$ cat src/rtl/br_demux_pkg.sv
// Shared definitions for the four-lane buffered demultiplexer.
package br_demux_pkg;

    localparam int NUM_LANES = 4;
    localparam int CNT_W     = 8;

    typedef logic [1:0] lane_sel_t;

    localparam logic [CNT_W-1:0] CNT_MAX = '1;

    // Increment a delivery counter, holding at the top value instead of wrapping.
    function automatic logic [CNT_W-1:0] sat_inc(input logic [CNT_W-1:0] v);
        return (v == CNT_MAX) ? v : v + 1'b1;
    endfunction

endpackage

$ cat src/rtl/br_lane_fifo.sv
// Per-lane FIFO: registered storage, combinational head, no pass-through when full.
module br_lane_fifo #(
    parameter int W     = 4,
    parameter int DEPTH = 2
) (
    input  logic         clk,
    input  logic         rst,
    input  logic         push,
    input  logic [W-1:0] din,
    output logic         full,
    input  logic         pop,
    output logic         empty,
    output logic [W-1:0] head
);

    localparam int AW = $clog2(DEPTH);

    logic [W-1:0]  mem [DEPTH];
    logic [AW-1:0] wr_ptr;
    logic [AW-1:0] rd_ptr;
    logic [AW:0]   occ;

    assign full  = (occ == (AW+1)'(DEPTH));
    assign empty = (occ == '0);
    assign head  = mem[rd_ptr];

    // Control state: pointers wrap naturally because DEPTH is a power of two.
    always_ff @(posedge clk) begin
        if (rst) begin
            wr_ptr <= '0;
            rd_ptr <= '0;
            occ    <= '0;
        end else begin
            if (push) wr_ptr <= wr_ptr + 1'b1;
            if (pop)  rd_ptr <= rd_ptr + 1'b1;
            case ({push, pop})
                2'b10:   occ <= occ + 1'b1;
                2'b01:   occ <= occ - 1'b1;
                default: occ <= occ;
            endcase
        end
    end

    // Storage write; data bits carry no reset, stale entries are masked by occupancy.
    always_ff @(posedge clk) begin
        if (push) mem[wr_ptr] <= din;
    end

endmodule

$ cat src/rtl/br_4_demux_14.sv
// Four-lane buffered demultiplexer with per-lane FIFOs and saturating delivery counters.
module br_4_demux_14
    import br_demux_pkg::*;
#(
    parameter int W     = 4,
    parameter int DEPTH = 2
) (
    input  logic         clk,
    input  logic         rst,
    input  logic         in_valid,
    output logic         in_ready,
    input  logic [W-1:0] in_data,
    input  logic [1:0]   in_sel,
    output logic [3:0]   out_valid,
    input  logic [3:0]   out_ready,
    output logic [W-1:0] out_data0,
    output logic [W-1:0] out_data1,
    output logic [W-1:0] out_data2,
    output logic [W-1:0] out_data3,
    output logic [7:0]   lane_count0,
    output logic [7:0]   lane_count1,
    output logic [7:0]   lane_count2,
    output logic [7:0]   lane_count3
);

    lane_sel_t              sel;
    logic [NUM_LANES-1:0]   full;
    logic [NUM_LANES-1:0]   empty;
    logic [NUM_LANES-1:0]   push;
    logic [NUM_LANES-1:0]   pop;
    logic [W-1:0]           head [NUM_LANES];
    logic [CNT_W-1:0]       cnt  [NUM_LANES];

    assign sel       = in_sel;
    // Ready reflects only the selected lane's occupancy, independent of in_valid.
    assign in_ready  = ~full[sel];
    assign out_valid = ~empty;
    assign pop       = ~empty & out_ready;

    // Route an accepted word to exactly one lane.
    always_comb begin
        push = '0;
        if (in_valid && in_ready) push[sel] = 1'b1;
    end

    for (genvar k = 0; k < NUM_LANES; k++) begin : g_lane
        br_lane_fifo #(
            .W     (W),
            .DEPTH (DEPTH)
        ) u_fifo (
            .clk   (clk),
            .rst   (rst),
            .push  (push[k]),
            .din   (in_data),
            .full  (full[k]),
            .pop   (pop[k]),
            .empty (empty[k]),
            .head  (head[k])
        );

        // Delivery counter for lane k, saturating at its maximum.
        always_ff @(posedge clk) begin
            if (rst)         cnt[k] <= '0;
            else if (pop[k]) cnt[k] <= sat_inc(cnt[k]);
        end
    end

    assign out_data0   = head[0];
    assign out_data1   = head[1];
    assign out_data2   = head[2];
    assign out_data3   = head[3];
    assign lane_count0 = cnt[0];
    assign lane_count1 = cnt[1];
    assign lane_count2 = cnt[2];
    assign lane_count3 = cnt[3];

endmodule

$ cat config.mk
export PLATFORM = sky130hd
export DESIGN_NAME = br_4_demux_14
export DESIGN_NICKNAME = d
export VERILOG_FILES = /design/src/rtl/br_demux_pkg.sv /design/src/rtl/br_lane_fifo.sv /design/src/rtl/br_4_demux_14.sv
export SDC_FILE = /design/constraint.sdc
export NUM_CORES = 1
export LEC_CHECK = 0
export BUFFER_PORTS_ARGS = -buffer_cell sky130_fd_sc_hd__buf_2
export CORE_MARGIN = 3
export CORE_UTILIZATION = 55
export CTS_CLUSTER_SIZE = 20
export DETAILED_ROUTE_END_ITERATION = 8
export PLACE_DENSITY = 0.79
export RECOVER_POWER = 25
export SLEW_MARGIN = 20
export SYNTH_ARGS = -nofsm -noshare
export SYNTH_HDL_FRONTEND = slang
export SYNTH_SLANG_ARGS = --single-unit
$ cat constraint.sdc
create_clock -name clk -period 2.1 [get_ports clk]
set_input_delay 0.525 -clock clk [delete_from_list [all_inputs] [get_ports clk]]
set_output_delay 0.525 -clock clk [all_outputs]
set_load 0.02 [all_outputs]
==> impl_metrics.tcl, run 1 <==
set metrics [dict create \
    cts_max_level 3 \
    fin_ws_ns 0.0524 \
    slew_headroom_pct 67.1 \
    avgSynthCellArea_sq_um 12.2 \
    cp.arrival_ns 1.52 \
    dieWidth_um 88.0 \
    power_w 0.00413 \
    path_delay_family "multiplexers" \
    slew_violations 0 \
    cts_made_buffers 9 \
    floorplan.initialDensity_pct 57.5 \
    io_pins 66 \
    syn-num-nets 325 \
    first_iter_violations 84 \
    rsz0062_at_grt "false" \
    setup_violations 0 \
    io_buffers 65 \
    cts_sinks 84 \
    hp-class "reg -> reg" \
    hold_viol 0 \
    min_period_ns 2.05 \
    clkTransAtPathRegs_ns 0.08 \
    vias 2557 \
    cp-start-kind "register" \
    clk_latency_ns 0.34 \
    hpwl_um 5010 \
    synth_edf_count 64 \
    fillers 479 \
    fmaxAchievable_ghz 0.488 \
    cts-root-buf "clkbuf_8" \
    gr-total-overflow 0 \
    nNetsFinal 406 \
    cts_buffer_depth 2 \
    fin_util_pct 68.2 \
    syn_inst 304 \
    wl_per_cell_um 14.5 \
    gp_congestion 0.830 \
    worst_path_max_delay_cell "mux4_2" \
    viasPerCell 5.48 \
    drcViolationCount 0 \
    outcome "finished, final reports clean" \
    ys_ff_latch 84 \
    synth_cell_type_count 28 \
    num_rows 29 \
    critPathRequiredTime_ns 1.57 \
    grt_pass1_wl_um 11000 \
    place_ws_ns 0.00127 \
    endpoint_kind "output pin" \
    antenna_found_initial 0 \
    cts_tree "done" \
    die_y_um 88.0 \
    p_per_area_mw_per_mm2 943 \
    critPathMaxStageDelay_ns 0.49 \
    p_leak_nw 1.69 \
    wl_um 6780 \
    seq_area_frac_synth_pct 62.9 \
    worst_pin_slew_ns 0.493 \
    synth_area_sq_mm 0.00369 \
    critPathBufInv 2 \
    yosys_warnings 0 \
    setup-tns-final_ns 0 \
    crit_type "reg -> out" \
    drive_above_1_share_pct 30.3 \
    fin_area_sq_mm 0.00438 \
    drv_cap 0 \
    ir_worst_vdd_mv 0.469 \
    ant_nets 0 \
    async_reset_ff_share_pct 0 \
    first_pass_iters 4 \
    seqCellArea_sq_mm 0.00233 \
    fin_skew_ns 0.00563 \
    path_max_fanout 5 \
    placement.cell_area_sq_mm 0.00416 \
    grt_max_degree 16 \
    worstPathCellList "nor2b_1 -> mux4_2 -> inv_2 -> buf_4" \
    layout-area-overhead-vs-synth_pct 18.6 \
    synthFlopType "edfxtp_1" \
    period_share_pct 97.5 \
    grt_util_all_layers_pct 18.5 \
    core_area_sq_mm 0.00642 \
    multiInputGateArea_sq_mm 0.00129 \
    dieArea_sq_mm 0.00774 \
    grt_pass1_vias 2429 \
    antenna_cells 0 \
]
-- cell type report --
cell class                      instances  area share [%]
Tap cell                               77            2.20
Sequential cell                        84            53.2
Clock buffer                           11            3.45
Inverter                               15            1.28
Timing Repair Buffer                   75            9.05
Multi-Input combinational cell        200            29.5
Clock inverter                          5            1.34
-- placed cells by master (no fill, tap or decap) --
master / instances
mux2_4: 1
nand3_1: 14
buf_4: 10
a21oi_1: 17
inv_6: 1
nor2b_1: 4
or4b_4: 1
inv_1: 14
or2_2: 4
inv_2: 1
clkbuf_1: 5
and3_1: 4
o31ai_1: 1
clkinvlp_4: 2
edfxtp_1: 64
o21ai_0: 21
bufinv_16: 1
or4_1: 1
a31oi_1: 1
nor3_1: 2
nand2_1: 9
or3_1: 18
dfxtp_2: 6
xor2_1: 10
clkbuf_8: 11
buf_2: 59
clkbuf_4: 1
xnor2_1: 14
mux4_2: 1
dfxtp_1: 14
or3b_1: 1
mux2_2: 18
clkinv_2: 1
nor2_1: 43
ha_1: 8
nand4_1: 5
o21a_1: 2
-- logic make-up after synthesis --
family,after synthesis,synth area share [%]
xor gates and xnor gates,24,5.69
buffers and inverters,20,2.03
adders and majority gates,8,2.71
AOI/OAI and AO/OA,42,5.93
DFF,84,62.9
and+or+nand+nor,106,14.2
muxes,20,6.60
-- power by group --
group          total, W  leakage [nW]  switching, W  internal [W]
sequential      0.00212         0.790      0.000155       0.00196
combinational  0.000829         0.800      0.000491      0.000339
clock           0.00118         0.102      0.000567      0.000617
total           0.00413          1.69       0.00121       0.00292
-- worst reg2reg max path: cells and delay by family (launching register included) --
family                     cells  cell delay [ns]
and+or+nand+nor                3             1.00
adders and majority gates      1             0.32
DFF                            1             0.35
AOI/OAI and AO/OA              1             0.14
-- metrics by stage --
step	std cells	hold slack [ns]
6_report	467	0.494
5_1_grt	467	0.533
4_1_cts	465	0.451
3_5_place_dp	449	0.475
3_3_place_gp	449	0.475
2_1_floorplan	304	0.456
-- synth_stat cells (5+ instances only) --
master    instances  area, sq um
nand2_1           9         33.8
or3_1            18          113
nand4_1           5         31.3
a21oi_1          17         85.1
mux2_2           18          203
inv_1            15         56.3
edfxtp_1         64         1920
o21ai_0          21          105
xnor2_1          14          123
dfxtp_1          20          400
nor2_1           43          161
ha_1              8          100
nand3_1          14         70.1
xor2_1           10         87.6
-- state kept, by name, summed over array words and instances, names as in the netlist, named ones only --
| register | cells |
|---|---|
| g_lane.u_fifo.rd_ptr | 4 |
| g_lane.u_fifo.mem | 32 |
| cnt | 32 |
| g_lane.u_fifo.wr_ptr | 4 |
| g_lane.u_fifo.occ | 8 |
-- worst paths after layout --
check	cells after the start	end	startpoint	slack (ns)
worst max-delay path	4	in_ready	g_lane[3].u_fifo.occ[1]$_SDFFE_PP0P_	0.05
worst min-delay path	2	g_lane[2].u_fifo.wr_ptr$_SDFFE_PP0N_	g_lane[2].u_fifo.wr_ptr$_SDFFE_PP0N_	0.49
worst min register to register	2	g_lane[2].u_fifo.wr_ptr$_SDFFE_PP0N_	g_lane[2].u_fifo.wr_ptr$_SDFFE_PP0N_	0.49
worst max register to register	5	g_lane[0].u_fifo.occ[1]$_SDFFE_PP0P_	g_lane[0].u_fifo.occ[1]$_SDFFE_PP0P_	0.24
-- what timing repair did --
item,4_1_cts,5_1_grt
resized for setup,5,5
setup endpoints to repair,1,1
hold buffers,0,0
setup buffers,0,2
-- layer usage --
| metal | vias to the layer above | track usage (%) | routed length, um |
|---|---|---|---|
| met1 | 1212 | 22.8 | 2960 |
| met5 | - | 0 | 0 |
| met3 | 10 | 3.67 | 371 |
| li1 | 1261 | - | - |
| met2 | 74 | 31.1 | 3320 |
| met4 | 0 | 9.07 | 125 |
No activity file was read; power rests on OpenSTA's default activity.
==> run 2, diff against run 1 <==
--- a/config.mk
+++ b/config.mk
@@ -6,11 +6,12 @@
 export NUM_CORES = 1
 export LEC_CHECK = 0
 export BUFFER_PORTS_ARGS = -buffer_cell sky130_fd_sc_hd__buf_2
+export CORE_ASPECT_RATIO = 1.25
 export CORE_MARGIN = 3
-export CORE_UTILIZATION = 55
+export CORE_UTILIZATION = 45
 export CTS_CLUSTER_SIZE = 20
 export DETAILED_ROUTE_END_ITERATION = 8
-export PLACE_DENSITY = 0.79
+export PLACE_DENSITY = 0.67
 export RECOVER_POWER = 25
 export SLEW_MARGIN = 20
 export SYNTH_ARGS = -nofsm -noshare
==> constraint.sdc (replaced) <==
create_clock -name clk -period 2.1 [get_ports clk]
set_input_delay 0.42 -clock clk [delete_from_list [all_inputs] [get_ports clk]]
set_output_delay 0.42 -clock clk [all_outputs]
set_load 0.02 [all_outputs]
==> impl_metrics.tcl, run 2 (synthesized netlist as in run 1, its figures left out) <==
set metrics [dict create \
    outcome "finished, final reports clean" \
    clkTransAtPathRegs_ns 0.08 \
    io_pins 66 \
    worst_path_max_delay_cell "mux4_1" \
    drcViolationCount 0 \
    slew_violations 0 \
    min_period_ns 2.00 \
    drive_above_1_share_pct 28.0 \
    setup_violations 0 \
    grt_pass1_vias 2489 \
    antenna_cells 0 \
    io_buffers 65 \
    path_delay_family "multiplexers" \
    grt_pass1_wl_um 11600 \
    rsz0062_at_grt "false" \
    clk_latency_ns 0.35 \
    place_ws_ns 0.0605 \
    setup-tns-final_ns 0 \
    drv_cap 0 \
    vias 2498 \
    num_rows 36 \
    floorplan.initialDensity_pct 46.9 \
    path_max_fanout 5 \
    postCtsHoldBufs 0 \
    core_area_sq_mm 0.00788 \
    antenna_found_initial 0 \
    final_common_cell "edfxtp_1" \
    cts-root-buf "clkbuf_8" \
    worstPathCellList "nor2b_1 -> mux4_1 -> inv_1 -> buf_4" \
    period_share_pct 95.4 \
    wl_um 7020 \
    dieWidth_um 87.0 \
    first_pass_iters 4 \
    p_leak_nw 1.69 \
    hold_viol 0 \
    ant_nets 0 \
    first_iter_violations 86 \
    layout-area-overhead-vs-synth_pct 18.7 \
    die_y_um 107 \
    top_regs "cnt: 32 flops, g_lane.u_fifo.mem: 32 flops, g_lane.u_fifo.occ: 8 flops" \
    cts_tree "done" \
    viasPerCell 5.19 \
    slew_headroom_pct 70.8 \
    gp_congestion 0.752 \
    nNetsFinal 402 \
    worst_pin_slew_ns 0.436 \
    cp.arrival_ns 1.58 \
    hp-class "in -> reg" \
    critPathMaxStageDelay_ns 0.49 \
    dieArea_sq_mm 0.00934 \
    grt_max_degree 25 \
    critPathRequiredTime_ns 1.68 \
    layout_common_cells "edfxtp_1 (64), buf_2 (60), nor2_1 (43)" \
    fmaxAchievable_ghz 0.499 \
    cts_max_level 3 \
    cts_buffer_depth 2 \
    grt_util_all_layers_pct 15.9 \
    fin_skew_ns 0.00739 \
    critPathBufInv 2 \
    fillers 669 \
    wl_per_cell_um 14.6 \
    cp-start-kind "register" \
    post_cts_buffers 0 \
    fin_ws_ns 0.0964 \
    p_per_area_mw_per_mm2 960 \
    cts_sinks 84 \
    cts_made_buffers 9 \
    hpwl_um 5120 \
    gr-total-overflow 0 \
    crit_type "reg -> out" \
    ir_worst_vdd_mv 0.529 \
    endpoint_kind "output pin" \
]
==> run 2: what timing repair did <==
item	CTS	global route
resized for setup	0	3
endpoints found under the hold margin	0	0
endpoints found under the setup margin	0	1
==> run 2: worst min-delay path: cells and delay by family <==
family | cells | cell delay, ns
buf+inv | 1 | 0.14
simple gates | 1 | 0.14
compound gates | 1 | 0.06
==> run 2: layer usage <==
metal | up-vias | track usage, % | part of all wire (%)
met2 | 46 | 25.1 | 48
li1 | 1247 | - | -
met3 | 6 | 4.36 | 5.2
met1 | 1199 | 20.5 | 45
met4 | 0 | 6.68 | 1.4
met5 | - | 0 | 0
==> run 2: cell type report <==
cell class	instances	area [sq um]	area share, %
inverter	15	56.3	1.28
sequential	84	2320	53.0
clock inverter	6	86.3	1.97
clock buffer	10	138	3.14
timing repair buffer	71	364	8.30
multi-input combinational	200	1300	29.6
tap	95	119	2.71
==> run 2: stage by stage <==
step	hold slack, ns	cell area, sq um	cells	total power (W)	util (%)
floorplan	0.456	3690	304	0.00269	-
detailed placement	0.500	4170	465	0.00298	52.8
global placement	0.478	4170	465	0.00295	52.8
CTS	0.354	4390	481	0.00425	55.7
finish	0.449	4390	481	0.00421	55.6
global route	0.452	4390	481	0.00442	55.6
==> run 2: report_power, final <==
group / internal [W] / switching (W)
clock: 0.000702 / 0.000579
sequential: 0.00196 / 0.000148
combinational: 0.000328 / 0.000491
total: 0.00299 / 0.00122
==> run 2: path summary, 6_finish.rpt <==
| path | start | to | slack [ns] | cells after the start |
|---|---|---|---|---|
| setup reg to reg | g_lane[0].u_fifo.occ[1]$_SDFFE_PP0P_ | g_lane[0].u_fifo.occ[1]$_SDFFE_PP0P_ | 0.19 | 5 |
| hold reg to reg | g_lane[2].u_fifo.occ[1]$_SDFFE_PP0P_ | g_lane[2].u_fifo.occ[1]$_SDFFE_PP0P_ | 0.51 | 2 |
| hold / removal | in_sel[0] | g_lane[2].u_fifo.wr_ptr$_SDFFE_PP0N_ | 0.45 | 3 |
| setup / recovery | g_lane[1].u_fifo.occ[0]$_SDFFE_PP0P_ | in_ready | 0.1 | 4 |
==> run 3, diff against run 2 <==
--- a/config.mk
+++ b/config.mk
@@ -7,13 +7,13 @@
 export LEC_CHECK = 0
 export BUFFER_PORTS_ARGS = -buffer_cell sky130_fd_sc_hd__buf_2
 export CORE_ASPECT_RATIO = 1.25
-export CORE_MARGIN = 3
+export CORE_MARGIN = 2
 export CORE_UTILIZATION = 45
 export CTS_CLUSTER_SIZE = 20
 export DETAILED_ROUTE_END_ITERATION = 8
 export PLACE_DENSITY = 0.67
 export RECOVER_POWER = 25
-export SLEW_MARGIN = 20
+export SLEW_MARGIN = 40
 export SYNTH_ARGS = -nofsm -noshare
 export SYNTH_HDL_FRONTEND = slang
 export SYNTH_SLANG_ARGS = --single-unit
==> impl_metrics.tcl, run 3 (synthesized netlist as in run 1, its figures left out) <==
set metrics [dict create \
    floorplan.initialDensity_pct 46.9 \
    worst_pin_slew_ns 0.436 \
    critPathBufInv 2 \
    grt_use_met3_pct 4.86 \
    cts_buffer_depth 2 \
    slew_violations 0 \
    cts_tree "done" \
    nNetsFinal 401 \
    critPathRequiredTime_ns 1.68 \
    first_iter_violations 189 \
    holdPathStages 1 \
    critPathMaxStageDelay_ns 0.48 \
    use_met1_pct 20.8 \
    vias 2505 \
    top_regs "cnt: 32 flops, g_lane.u_fifo.mem: 32 flops, g_lane.u_fifo.occ: 8 flops" \
    fmaxAchievable_ghz 0.498 \
    outcome "finished, final reports clean" \
    grt_pass1_vias 2392 \
    num_rows 36 \
    fillers 696 \
    worstPathCellList "nor2b_1 -> mux4_1 -> inv_1 -> buf_4" \
    postCtsHoldBufs 0 \
    grt_max_degree 25 \
    ir_worst_vdd_mv 0.483 \
    cp.arrival_ns 1.59 \
    clkTransAtPathRegs_ns 0.09 \
    core_area_sq_mm 0.00788 \
    r2r.worst_path.cells 5 \
    fin_skew_ns 0.00982 \
    hp-class "in -> reg" \
    p_per_area_mw_per_mm2 942 \
    cts_made_buffers 9 \
    drive_above_1_share_pct 28.3 \
    drcViolationCount 0 \
    cp-start-kind "register" \
    grtUsageMet2_pct 24.7 \
    path_max_fanout 5 \
    gp_congestion 0.717 \
    dieWidth_um 85.0 \
    crit_type "reg -> out" \
    ant_nets 0 \
    grt_util_all_layers_pct 15.7 \
    grt-busiest-layer "met2" \
    cts_max_level 3 \
    layout_common_cells "edfxtp_1 (64), buf_2 (60), nor2_1 (43)" \
    post_cts_buffers 0 \
    wl_per_cell_um 14.4 \
    cts_resized 0 \
    dieArea_sq_mm 0.00896 \
    layout-area-overhead-vs-synth_pct 18.3 \
    period_share_pct 95.6 \
    setup_violations 0 \
    gr-total-overflow 0 \
    wl_um 6900 \
    io_pins 66 \
    hpwl_um 4990 \
    slew_headroom_pct 70.8 \
    worst-path-stages 4 \
    clk_latency_ns 0.35 \
    cts-root-buf "clkbuf_8" \
    drv_cap 0 \
    antenna_cells 0 \
    antenna_found_initial 0 \
    hold_viol 0 \
    io_buffers 65 \
    final_common_cell "edfxtp_1" \
    viasPerCell 5.22 \
    grt_pass1_wl_um 11300 \
    rsz0062_at_grt "false" \
    worst_path_max_delay_cell "mux4_1" \
    path_delay_family "multiplexers" \
    endpoint_kind "output pin" \
    die_y_um 105 \
    first_pass_iters 4 \
    cts_sinks 84 \
    p_leak_nw 1.67 \
    setup-tns-final_ns 0 \
    hold_slack_ns 0.438 \
    min_period_ns 2.01 \
]
[run 3: layout make-up]
class / count / area (sq um) / area share [%]
Sequential cell: 84 / 2330 / 53.2
Multi-Input combinational cell: 200 / 1300 / 29.7
Timing Repair Buffer: 70 / 360 / 8.25
Clock buffer: 11 / 151 / 3.46
Tap cell: 95 / 119 / 2.72
Clock inverter: 5 / 60.1 / 1.37
Inverter: 15 / 56.3 / 1.29
[run 3: layer usage]
metal	routed length (um)	up-vias
li1	-	1245
met1	3180	1202
met2	3280	50
met3	348	8
met4	87	0
met5	0	-
[run 3: worst paths after layout]
check	slack, ns	start	to
setup reg to reg	0.18	g_lane[0].u_fifo.occ[1]$_SDFFE_PP0P_	g_lane[0].u_fifo.occ[1]$_SDFFE_PP0P_
hold / removal	0.44	in_data[0]	g_lane[0].u_fifo.mem[0][0]$_DFFE_PP_
hold reg to reg	0.50	g_lane[2].u_fifo.wr_ptr$_SDFFE_PP0N_	g_lane[2].u_fifo.wr_ptr$_SDFFE_PP0N_
setup / recovery	0.09	g_lane[0].u_fifo.occ[1]$_SDFFE_PP0P_	in_ready
[run 3: where the power goes]
group          switching [W]  internal, W
Combinational       0.000483     0.000327
Clock               0.000577     0.000614
Sequential          0.000154      0.00196
[run 3: metrics by stage]
step | power [W] | instance area [sq um] | setup WS (ns) | instances | utilization, %
detailed placement | 0.00297 | 4160 | 0.0712 | 464 | 52.7
CTS | 0.00416 | 4370 | 0.0275 | 480 | 55.4
finish | 0.00412 | 4370 | 0.0918 | 480 | 55.4
global placement | 0.00294 | 4160 | 0.0950 | 464 | 52.7
floorplan | 0.00269 | 3690 | 0.108 | 304 | -
global route | 0.00433 | 4370 | 0.00128 | 480 | 55.4
